===== src/rtl/seg_scan_decoder.sv =====
// -----------------------------------------------------------------------------
// seg_scan_decoder
//
// Watches a multiplexed (scanned) 4-digit, active-low 7-segment display bus and
// recovers the hexadecimal value being shown. Each strobed sample {iSEL, iSEG}
// has to be seen STABLE_CYCLES times in a row before it is captured into the
// digit bank. This rejects the ghosting and settling glitches that occur while
// the scanner moves from one digit to the next. Once all four digits have been
// captured, the whole frame is published on oVALUE/oERR with a one-cycle oVALID
// pulse.
//
// Parameters
//   STABLE_CYCLES : consecutive identical strobed samples needed to capture a
//                   digit (1..15)
//
// Ports
//   clk     in   1  clock, all state updates on the rising edge
//   reset   in   1  synchronous, active-high reset
//   iSEG    in   7  active-low segments, bit0=a .. bit5=f, bit6=g
//   iSEL    in   2  index of the digit currently on iSEG (0 = least significant)
//   iSTROBE in   1  iSEG/iSEL are meaningful this cycle
//   oVALUE  out 16  last published frame, digit n in bits [4n+3:4n]
//   oERR    out  4  per-digit flag, set when the captured pattern was illegal
//   oVALID  out  1  one-cycle pulse when oVALUE/oERR update
// -----------------------------------------------------------------------------
module seg_scan_decoder #(
   parameter int unsigned STABLE_CYCLES = 4
) (
   input  logic        clk,
   input  logic        reset,
   input  logic [6:0]  iSEG,
   input  logic [1:0]  iSEL,
   input  logic        iSTROBE,
   output logic [15:0] oVALUE,
   output logic [3:0]  oERR,
   output logic        oVALID
);

   localparam logic [3:0] LP_STABLE = 4'(STABLE_CYCLES);
   // With a threshold of one, the first sighting of a sample is already stable.
   localparam bit LP_INSTANT = (STABLE_CYCLES == 1);

   typedef enum logic [1:0] {
      StIdle,
      StCount,
      StLocked
   } state_t;

   // Filter state
   state_t      r_state;
   logic [3:0]  r_cnt;
   logic [8:0]  r_last;

   // Digit bank and the set of slots captured in the current frame
   logic [15:0] r_bank;
   logic [3:0]  r_bank_err;
   logic [3:0]  r_mask;

   // Published outputs
   logic [15:0] r_value;
   logic [3:0]  r_err;
   logic        r_valid;

   // Next-state and decode signals
   state_t      w_state_d;
   logic [3:0]  w_cnt_d;
   logic [8:0]  w_last_d;
   logic [15:0] w_bank_d;
   logic [3:0]  w_bank_err_d;
   logic [3:0]  w_mask_set;
   logic [3:0]  w_mask_d;
   logic        w_capture;
   logic        w_publish;
   logic [8:0]  w_sample;
   logic        w_same;
   logic [3:0]  w_cnt_inc;
   logic [3:0]  w_nib;
   logic        w_bad;

   assign w_sample  = {iSEL, iSEG};
   assign w_same    = (w_sample == r_last);
   assign w_cnt_inc = r_cnt + 4'd1;

   // -------------------------------------------------------------------------
   // Segment pattern to hex nibble. Unknown patterns read as 0 and raise the
   // digit's error flag.
   // -------------------------------------------------------------------------
   always_comb begin
      w_nib = 4'h0;
      w_bad = 1'b0;
      case (iSEG)
         7'h40:   w_nib = 4'h0;
         7'h79:   w_nib = 4'h1;
         7'h24:   w_nib = 4'h2;
         7'h30:   w_nib = 4'h3;
         7'h19:   w_nib = 4'h4;
         7'h12:   w_nib = 4'h5;
         7'h02:   w_nib = 4'h6;
         7'h78:   w_nib = 4'h7;
         7'h00:   w_nib = 4'h8;
         7'h18:   w_nib = 4'h9;
         7'h08:   w_nib = 4'hA;
         7'h03:   w_nib = 4'hB;
         7'h46:   w_nib = 4'hC;
         7'h21:   w_nib = 4'hD;
         7'h06:   w_nib = 4'hE;
         7'h0E:   w_nib = 4'hF;
         default: w_bad = 1'b1;
      endcase
   end

   // -------------------------------------------------------------------------
   // Stability filter, capture and frame assembly
   // -------------------------------------------------------------------------
   always_comb begin
      w_state_d    = r_state;
      w_cnt_d      = r_cnt;
      w_last_d     = r_last;
      w_capture    = 1'b0;
      w_bank_d     = r_bank;
      w_bank_err_d = r_bank_err;
      w_mask_set   = r_mask;
      w_mask_d     = r_mask;
      w_publish    = 1'b0;

      if (r_valid || !iSTROBE) begin
         // The publish cycle is dead time, so the filter always restarts cleanly.
         w_state_d = StIdle;
         w_cnt_d   = 4'd0;
      end else begin
         case (r_state)
            StIdle: begin
               w_last_d  = w_sample;
               w_cnt_d   = 4'd1;
               w_state_d = LP_INSTANT ? StLocked : StCount;
               w_capture = LP_INSTANT;
            end
            StCount: begin
               if (w_same) begin
                  w_cnt_d = w_cnt_inc;
                  if (w_cnt_inc == LP_STABLE) begin
                     w_capture = 1'b1;
                     w_state_d = StLocked;
                  end
               end else begin
                  w_last_d  = w_sample;
                  w_cnt_d   = 4'd1;
                  w_state_d = LP_INSTANT ? StLocked : StCount;
                  w_capture = LP_INSTANT;
               end
            end
            StLocked: begin
               // A repeated sample is held without being captured again.
               if (!w_same) begin
                  w_last_d  = w_sample;
                  w_cnt_d   = 4'd1;
                  w_state_d = LP_INSTANT ? StLocked : StCount;
                  w_capture = LP_INSTANT;
               end
            end
            default: begin
               w_state_d = StIdle;
               w_cnt_d   = 4'd0;
            end
         endcase
      end

      if (w_capture) begin
         w_bank_d[{iSEL, 2'b00} +: 4] = w_nib;
         w_bank_err_d[iSEL]           = w_bad;
         w_mask_set[iSEL]             = 1'b1;
      end

      // The mask only reaches all-ones on the edge that captures the last digit.
      w_publish = w_capture && (w_mask_set == 4'hF);
      w_mask_d  = w_publish ? 4'h0 : w_mask_set;

      if (w_publish) begin
         w_state_d = StIdle;
         w_cnt_d   = 4'd0;
      end
   end

   always_ff @(posedge clk) begin
      if (reset) begin
         r_state    <= StIdle;
         r_cnt      <= 4'd0;
         r_last     <= 9'd0;
         r_bank     <= 16'h0000;
         r_bank_err <= 4'h0;
         r_mask     <= 4'h0;
         r_value    <= 16'h0000;
         r_err      <= 4'h0;
         r_valid    <= 1'b0;
      end else begin
         r_state    <= w_state_d;
         r_cnt      <= w_cnt_d;
         r_last     <= w_last_d;
         r_bank     <= w_bank_d;
         r_bank_err <= w_bank_err_d;
         r_mask     <= w_mask_d;
         r_valid    <= w_publish;
         if (w_publish) begin
            // Taken from the next-bank value so the final digit is included.
            r_value <= w_bank_d;
            r_err   <= w_bank_err_d;
         end
      end
   end

   assign oVALUE = r_value;
   assign oERR   = r_err;
   assign oVALID = r_valid;

endmodule


===== config.mk =====
export PLATFORM = sky130hd
export DESIGN_NAME = seg_scan_decoder
export DESIGN_NICKNAME = d
export VERILOG_FILES = /design/src/rtl/seg_scan_decoder.sv
export SDC_FILE = /design/constraint.sdc
export NUM_CORES = 1
export LEC_CHECK = 0
export BUFFER_PORTS_ARGS = -buffer_cell sky130_fd_sc_hd__buf_2
export CORE_MARGIN = 2
export CORE_UTILIZATION = 58
export DETAILED_ROUTE_END_ITERATION = 10
export GPL_TIMING_DRIVEN = 0
export PLACE_DENSITY = 0.9
export SLEW_MARGIN = 20
export SYNTH_ARGS = -nofsm -noshare
export SYNTH_HDL_FRONTEND = slang
export SYNTH_SLANG_ARGS = --single-unit

===== constraint.sdc =====
create_clock -name clk -period 2.8 [get_ports clk]
set_clock_uncertainty 0.1 [all_clocks]
set_input_delay 0.56 -clock clk [delete_from_list [all_inputs] [get_ports clk]]
set_output_delay 0.56 -clock clk [all_outputs]
set_load 0.1 [all_outputs]

==> flow_summary.toml, run 1 <==
[status]
outcome = "finished, final reports clean"

[clock_network]
path_clk_slew_ns = 0.07
cts_sinks = 60
ctsHoldBuffers = 0
numCtsBuffers = 9
clock_latency_ns = 0.34
cts_buffer_depth = 2
ctsHtreeMaxLevel = 3
clockRootBuffer = "clkbuf_8"
tritoncts = "yes"

[drt]
routed_wirelength_um = 7780
num_vias = 2803
remaining_drc_errors = 0
wl_per_cell_um = 16.1
ant_nets = 0
via_per_inst = 5.79
firstDrtPassIters = 5
drtIter0Drc = 234

[floorplanning]
fp.dieW_um = 77.3
num_rows = 26
core_area_sq_um = 5140
start_util = 0.606
die_area_sq_um = 5970
die_h_um = 77.3
boundaryPins = 33

[flow_run]
drv_cap = 0

[synth]
ys_ff_latch = 60
async_flop_share = 0
synth_area_leader_cell = "dfxtp_1"
synth_common_cells = "dfxtp_1, nand2_1, nor2_1"
avgSynthCellArea_sq_um = 8.40
seq_area_frac_synth = 0.386
ys.flop_type = "dfxtp_1"
synth_top_area_frac = 0.386
ys_types = 51
synthTopCellsByArea = "dfxtp_1, mux2i_1, ha_1"
netlist_instances = 371
synth_edf_count = 0
synth_fp_nets = 397
yosysMostFrequentCell = "dfxtp_1"
yosysWarningCount = 0
syn_area_sq_um = 3120

[power]
power_frac_comb = 0.093
p_seq_frac = 0.468
p_leak_nw = 1.44
report.power.total_mw = 1.86
switching_share = 0.240
pwr_density_cell_nw_per_um2 = 520
ir_worst_vdd_v = 0.000489
p_switching_mw = 0.446
intPower_mw = 1.42
clkPwrFrac = 0.439

[sta]
slew_headroom = 0.331
setup_violations = 0
worst_pin_slew_ns = 0.997
rsz0062_at_grt = "true"
hold_violations = 0
fmax_mhz = 363
min_period_over_period = 0.984
fin_ws_ns = 0.0436
period_needed_ns = 2.76
maxSlewViolCount = 0

[global_route]
grt_pass1_wl_um = 13100
grt_pass1_vias = 2765
grt_antenna_before_repair = 0
grt-ovfl-total = 0
grt_usage = 0.273
grt_max_degree = 11

[final_layout]
utilization = 0.697
drive_gt1_frac = 0.169
fillCellCount = 428
fin_nets = 436
fin_cells = 484
design_area_sq_um = 3580
diodes = 0
syn_to_final_growth_pct = 15.1

[placed_design]
placed_cell_area_sq_um = 3340
numPlacedInstances = 469
dp_hpwl_um = 5310
pre_cts_ws_ns = -0.118
portBuffers = 28
gp_congestion = 0.903

[worst_setup_path]
cp_slowest_stage_delay_ns = 0.46
cp_slowest_cell = "or4_4"
cp.required_ns = 2.90
cp_cell_sequence = "ha_1, or3b_1, or4_4, nor4_4, buf_6, buf_4, nand2_1, mux2i_2, nor2_1"
critPathCaptureType = "flip-flop"
worstPathMaxFanout = 10
critPathKind = "flip-flop to flip-flop"
start_kind = "flip-flop"
cp.arrival_ns = 2.86

[hold_path]
hold_path.class = "flip-flop to flip-flop"
## repair_timing
item                                    CTS  global route
setup buffers                             0             0
resized for setup                         1             9
pin swaps                                 1             0
endpoints found under the setup margin    4            13
## per-stage QoR
stage / hold WS (ns) / setup TNS [ns]
CTS: 0.351 / 0
detailed placement: 0.342 / -1.22
floorplan: 0.327 / 0
global placement: 0.332 / -0.781
finish: 0.345 / 0
global route: 0.363 / -0.123
## per-layer routing
metal  GRT usage  wire, um
met5           0         0
met3      0.0588       428
met1       0.340      3360
met2       0.472      3880
met4      0.0786       104
## kinds of logic after synthesis
logic type / Yosys count / share of synthesized area
AND/OR/NAND/NOR: 147 / 0.252
multiplexers: 20 / 0.0643
buffers and inverters: 37 / 0.0518
XOR/XNOR: 12 / 0.0337
AO/OA/AOI/OAI: 81 / 0.156
adder cells (fa/ha/maj): 14 / 0.0562
flip-flops: 60 / 0.386
## state kept, by name, indices dropped and copies added (netlist names)
register	cells
oVALUE	16
r_cnt	4
r_state	2
r_mask	4
r_bank_err	4
r_last	9
oERR	4
oVALID	1
r_bank	16
## power by group through the flow
stage,combinational [mW],clock (mW),sequential [mW]
after detailed placement,0.166,0,0.890
after CTS,0.169,0.826,0.871
after global routing,0.191,0.867,0.871
after global placement,0.161,0,0.889
final,0.173,0.818,0.871
after floorplan,0.122,0,0.888
## placed cells by master, fill, tap and decap left out, drive strengths merged, types with 3 or more instances in the layout
cell type	count
a31oi	3
dfxtp	60
nor3	10
o21ai	27
buf	36
ha	14
a21boi	6
inv	11
nand3b	3
a21o	3
nor2b	4
a21oi	27
a22o	3
or4	4
a2111oi	3
xnor2	12
nor4b	7
clkbuf	28
mux2i	20
nand3	12
nand4	3
nor2	39
nand2b	7
nand2	40
nor3b	5
## worst max-delay path: cells and delay by family, from the launching register on
family	cells	cell delay, ns
AND/OR/NAND/NOR	5	1.32
flip-flops	1	0.40
buffers and inverters	2	0.37
multiplexers	1	0.22
adder cells (fa/ha/maj)	1	0.20
## final timing paths
kind             start       endpoint  slack, ns  cells after the start
max           r_cnt[0]  r_bank_err[2]       0.04                      9
min          oVALUE[1]      oVALUE[1]       0.35                      2
max reg2reg   r_cnt[0]  r_bank_err[2]       0.04                      9
min reg2reg  oVALUE[1]      oVALUE[1]       0.35                      2
## layout make-up
| cell class | instances | area [sq um] | area share |
|---|---|---|---|
| well taps | 70 | 87.6 | 0.0244 |
| inverters | 11 | 41.3 | 0.0115 |
| multi-input cells | 274 | 1780 | 0.497 |
| clock buffers | 10 | 128 | 0.0356 |
| clock inverters | 5 | 77.6 | 0.0216 |
| plain buffers | 26 | 128 | 0.0356 |
| flip-flops and latches | 60 | 1200 | 0.335 |
| repair buffers | 28 | 140 | 0.0391 |
No activity file was read; power rests on OpenSTA's default activity.
==> inputs of run 2 (changes only) <==
--- a/config.mk
+++ b/config.mk
@@ -7,10 +7,10 @@
 export LEC_CHECK = 0
 export BUFFER_PORTS_ARGS = -buffer_cell sky130_fd_sc_hd__buf_2
 export CORE_MARGIN = 2
-export CORE_UTILIZATION = 58
+export CORE_UTILIZATION = 24
 export DETAILED_ROUTE_END_ITERATION = 10
 export GPL_TIMING_DRIVEN = 0
-export PLACE_DENSITY = 0.9
+export PLACE_DENSITY = 0.5
 export SLEW_MARGIN = 20
 export SYNTH_ARGS = -nofsm -noshare
 export SYNTH_HDL_FRONTEND = slang
==> run 2 against run 1 <==
Sequential share of layout area down 2.1 points. Register-to-register slack gained 0.09 ns. First-iteration DRC count decreased by 33%. Combinational power is essentially flat. Wire length rose by 3.1%.
==> flow_summary.toml, run 2 (same netlist as run 1, synthesis figures left out) <==
[worst_setup_path]
cp_slowest_cell = "or4_4"
worstPathMaxFanout = 10
critPathCaptureType = "flip-flop"
critPathLaunch = "r_cnt[1]"
cp.depth = 10
cp.arrival_ns = 2.79
cp_slowest_stage_delay_ns = 0.43
timing.rr.start = "r_cnt[1]"
rrSetupSlack_ns = 0.13
setup.worst_path.end = "oVALUE[9]"
reg2reg_depth = 10
critPathKind = "flip-flop to flip-flop"
crit_family = "simple AND/OR/NAND/NOR gates"
cp_cell_sequence = "ha_1, or3b_4, or4_4, nor4_4, buf_4, buf_6, buf_4, nand2_1, a21oi_2, o21ai_1"
crit_buf_inv = 3
cp.required_ns = 2.92
start_kind = "flip-flop"
path_common_cell = "buf_4"
r2r_end = "oVALUE[9]"

[placed_design]
dp_hpwl_um = 5800
pre_cts_ws_ns = -0.108
numPlacedInstances = 571
gp_congestion = 0.796
portBuffers = 28

[sta]
hold_ws_ns = 0.343
hold_violations = 0
worst_pin_slew_ns = 0.771
fin_ws_ns = 0.130
fin_tns_setup_ns = 0
maxSlewViolCount = 0
period_needed_ns = 2.67
min_period_over_period = 0.954
rsz0062_at_grt = "false"
fmax_mhz = 375
setup_violations = 0
slew_headroom = 0.483

[power]
clkPwrFrac = 0.530
p_switching_mw = 0.496
ir_worst_vdd_v = 0.000261
intPower_mw = 1.72
p_leak_nw = 1.52
pwr_density_cell_nw_per_um2 = 580
switching_share = 0.224
p_seq_frac = 0.393
power_frac_comb = 0.077

[floorplanning]
die_h_um = 118
start_util = 0.246
die_area_sq_um = 13900
fp.dieW_um = 118
core_area_sq_um = 12700
boundaryPins = 33
num_rows = 41

[global_route]
grt_pass1_vias = 2611
grt_antenna_before_repair = 0
grt_max_degree = 11
grt_pass1_wl_um = 13200
grt-ovfl-total = 0
grt_usage = 0.119

[final_layout]
drive_gt1_frac = 0.173
fin_nets = 438
syn_to_final_growth_pct = 22.8
diodes = 0
fin_cells = 589
final_common_cell = "dfxtp_1"
layout_common_cells = "dfxtp_1, nand2_1, nor2_1"

[drt]
routed_wirelength_um = 8020
remaining_drc_errors = 0
num_vias = 2708
via_per_inst = 4.60
ant_nets = 0
drtIter0Drc = 157
firstDrtPassIters = 4
wl_per_cell_um = 13.6

[flow_run]
drv_cap = 0

[clock_network]
clockRootBuffer = "clkbuf_16"
numCtsBuffers = 9
ctsHoldBuffers = 0
clock_latency_ns = 0.33
path_clk_slew_ns = 0.05
cts_buffer_depth = 2
ctsHtreeMaxLevel = 3
cts_sinks = 60
tritoncts = "yes"

[hold_path]
hold_path.class = "flip-flop to flip-flop"

[status]
outcome = "finished, final reports clean"
run 2: how the worst min path moves through the flow:
stage / start / end / slack (ns) / depth (start not counted)
global placement: r_bank[0] / r_bank[0] / 0.34 / 2
CTS: r_bank[0] / r_bank[0] / 0.35 / 2
floorplan: r_bank[0] / r_bank[0] / 0.33 / 2
finish: oVALUE[11] / oVALUE[11] / 0.34 / 2
detailed placement: oVALUE[0] / oVALUE[0] / 0.34 / 2
global route: r_bank[0] / r_bank[0] / 0.36 / 2
run 2: worst min-delay path: stages (launching register included):
cell     delay [ns]
dfxtp_1        0.30
nand2_1        0.05
o21ai_1        0.05
run 2: layout make-up:
type / count / area (sq um)
clock buffers: 11 / 243
clock inverters: 5 / 75.1
flip-flops and latches: 60 / 1200
well taps: 172 / 215
plain buffers: 26 / 128
fillers: 1348 / 8850
multi-input cells: 274 / 1770
repair buffers: 30 / 153
inverters: 11 / 41.3
run 2: repair_timing:
item	4_1_cts	5_1_grt
resized for setup	1	8
setup buffers	0	1
pin swaps	1	1
endpoints found under the setup margin	13	24
gates cloned	0	1
run 2: metrics by stage:
stage               utilization  total power [mW]  cell area [sq um]
floorplan                     -              1.01               3120
global placement          0.274              1.06               3470
detailed placement        0.274              1.06               3470
CTS                       0.299              2.24               3790
global route              0.302              2.31               3820
finish                    0.302              2.22               3820
run 2: power by group through the flow:
stage	combinational, mW	sequential [mW]	clock (mW)
after floorplan	0.122	0.888	0
final	0.170	0.872	1.18
after CTS	0.171	0.871	1.20
after detailed placement	0.170	0.889	0
after global placement	0.168	0.889	0
after global routing	0.193	0.872	1.24
run 2: per-layer routing:
layer	part of all wire	global-route usage	vias to the layer above
li1	-	-	1377
met1	0.50	0.156	1274
met2	0.45	0.187	50
met3	0.038	0.0329	7
met4	0.010	0.0392	0
met5	0	0	-
==> inputs of run 3 (changes only) <==
--- a/config.mk
+++ b/config.mk
@@ -7,10 +7,10 @@
 export LEC_CHECK = 0
 export BUFFER_PORTS_ARGS = -buffer_cell sky130_fd_sc_hd__buf_2
 export CORE_MARGIN = 2
-export CORE_UTILIZATION = 24
+export CORE_UTILIZATION = 50
 export DETAILED_ROUTE_END_ITERATION = 10
 export GPL_TIMING_DRIVEN = 0
-export PLACE_DENSITY = 0.5
+export PLACE_DENSITY = 0.81
 export SLEW_MARGIN = 20
 export SYNTH_ARGS = -nofsm -noshare
 export SYNTH_HDL_FRONTEND = slang
==> run 3 against run 2 <==
Fmax decreased by 0.81%. Final area decreased by 7.2%. Wire length decreased by 12%. Via count increased by 0.74%. Critical path type unchanged. Critical endpoint is now oVALUE[5]. Largest cell class unchanged.
==> flow_summary.toml, run 3 (same netlist as run 1, synthesis figures left out) <==
[clock_network]
tritoncts = "yes"
path_clk_slew_ns = 0.06
clockRootBuffer = "clkbuf_8"
cts_sinks = 60
cts_buffer_depth = 2
clock_latency_ns = 0.33
ctsHtreeMaxLevel = 3
numCtsBuffers = 9
ctsHoldBuffers = 0

[worst_setup_path]
worstPathMaxFanout = 8
r2r_end = "oVALUE[5]"
cp.arrival_ns = 2.85
timing.rr.start = "r_cnt[0]"
critPathKind = "flip-flop to flip-flop"
rrSetupSlack_ns = 0.11
start_kind = "flip-flop"
cp.required_ns = 2.96
critPathCaptureType = "flip-flop"
critPathLaunch = "r_cnt[0]"
reg2reg_depth = 9

[placed_design]
placed_cell_area_sq_um = 3350
portBuffers = 28
gp_congestion = 0.911
dp_hpwl_um = 5190

[floorplanning]
start_util = 0.523
die_h_um = 82.9
fp.dieW_um = 82.9
core_area_sq_um = 5960
num_rows = 28
die_area_sq_um = 6880
boundaryPins = 33

[sta]
fmax_mhz = 371
hold_violations = 0
period_needed_ns = 2.69
setup_violations = 0
maxSlewViolCount = 0
worst_pin_slew_ns = 0.789
slew_headroom = 0.470
rsz0062_at_grt = "true"
fin_tns_setup_ns = 0
min_period_over_period = 0.961

[final_layout]
syn_to_final_growth_pct = 14.0
final_common_cell = "dfxtp_1"
design_area_sq_um = 3550
fin_nets = 437
diodes = 0
layout_common_cells = "dfxtp_1, nand2_1, nor2_1"
drive_gt1_frac = 0.171

[global_route]
grt_max_degree = 11
grt_util_met1 = 0.279
grt_pass1_vias = 2615
grt-ovfl-total = 0
grt_antenna_before_repair = 0
busiest_layer = "met2"
grt_pass1_wl_um = 12000
gr-usage-met2 = 0.341
met3_usage = 0.0527
grt_usage = 0.212

[power]
p_leak_nw = 1.44
ir_worst_vdd_v = 0.000449
pwr_density_cell_nw_per_um2 = 483

[drt]
remaining_drc_errors = 0
drtIter0Drc = 216
ant_nets = 0
wl_per_cell_um = 14.4
via_per_inst = 5.57
firstDrtPassIters = 4
num_vias = 2728
routed_wirelength_um = 7060

[hold_path]
hold_path.class = "flip-flop to flip-flop"
min_path_cells = 2
hold_start = "oVALUE[7]"
whs_endpoint = "oVALUE[7]"

[flow_run]
drv_cap = 0

[status]
outcome = "finished, final reports clean"
run 3: cell types whose count changed in the layout (fill, tap and decap cells not counted), sizes merged:
cell    previous run  this run
clkinv             3         2
clkbuf            28        30
buf               39        38
bufinv             2         0
run 3: cell type report:
| cell class | count | area [sq um] |
|---|---|---|
| inverter | 11 | 41.3 |
| clock inverter | 2 | 10.0 |
| tap | 75 | 93.8 |
| fill | 528 | 2400 |
| clock buffer | 13 | 159 |
| sequential | 60 | 1200 |
| multi-input combinational | 274 | 1770 |
| buffer | 26 | 121 |
| timing repair buffer | 29 | 148 |
run 3: routing by layer:
layer	share of wire	vias up	wire, um
met1	0.48	1286	3360
met3	0.045	8	318
met5	0	-	0
li1	-	1370	-
met2	0.47	64	3310
met4	0.011	0	79
run 3: power by group:
part / switching, mW / total [mW] / internal, mW / leakage [nW]
logic: 0.108 / 0.168 / 0.0601 / 0.865
clock network: 0.314 / 0.676 / 0.362 / 0.0893
registers: 0.00732 / 0.871 / 0.863 / 0.486
run 3: stage by stage:
step | total power [mW] | hold slack (ns) | setup slack [ns] | instances | util
2_1_floorplan | 1.01 | 0.327 | 0.295 | 371 | -
4_1_cts | 1.73 | 0.348 | 0.0394 | 489 | 0.591
5_1_grt | 1.79 | 0.373 | -0.00118 | 490 | 0.596
6_report | 1.71 | 0.346 | 0.108 | 490 | 0.596
3_5_place_dp | 1.05 | 0.339 | -0.200 | 474 | 0.562
3_3_place_gp | 1.05 | 0.334 | -0.147 | 474 | 0.562
run 3: how the worst max path moves through the flow:
stage | to | slack, ns | depth (start not counted)
final | oVALUE[5] | 0.11 | 9
after global routing | oVALUE[13] | -0.001 | 8
after CTS | oVALUE[11] | 0.04 | 9
after detailed placement | r_last[4] | -0.20 | 9
after global placement | r_last[3] | -0.15 | 9
after floorplan | oERR[0] | 0.30 | 8
run 3: worst max-delay path, cell delays in order, from the launching register on:
cell     delay, ns
dfxtp_2       0.37
ha_1          0.19
or3b_4        0.40
or4_4         0.46
nor4_4        0.30
buf_4         0.20
buf_4         0.11
nor4b_1       0.27
a21oi_1       0.10
o21ai_1       0.13
run 3: what timing repair did:
action,4_1_cts,5_1_grt
buffers inserted,0,1
setup endpoints to repair,0,38
resized for setup,0,9
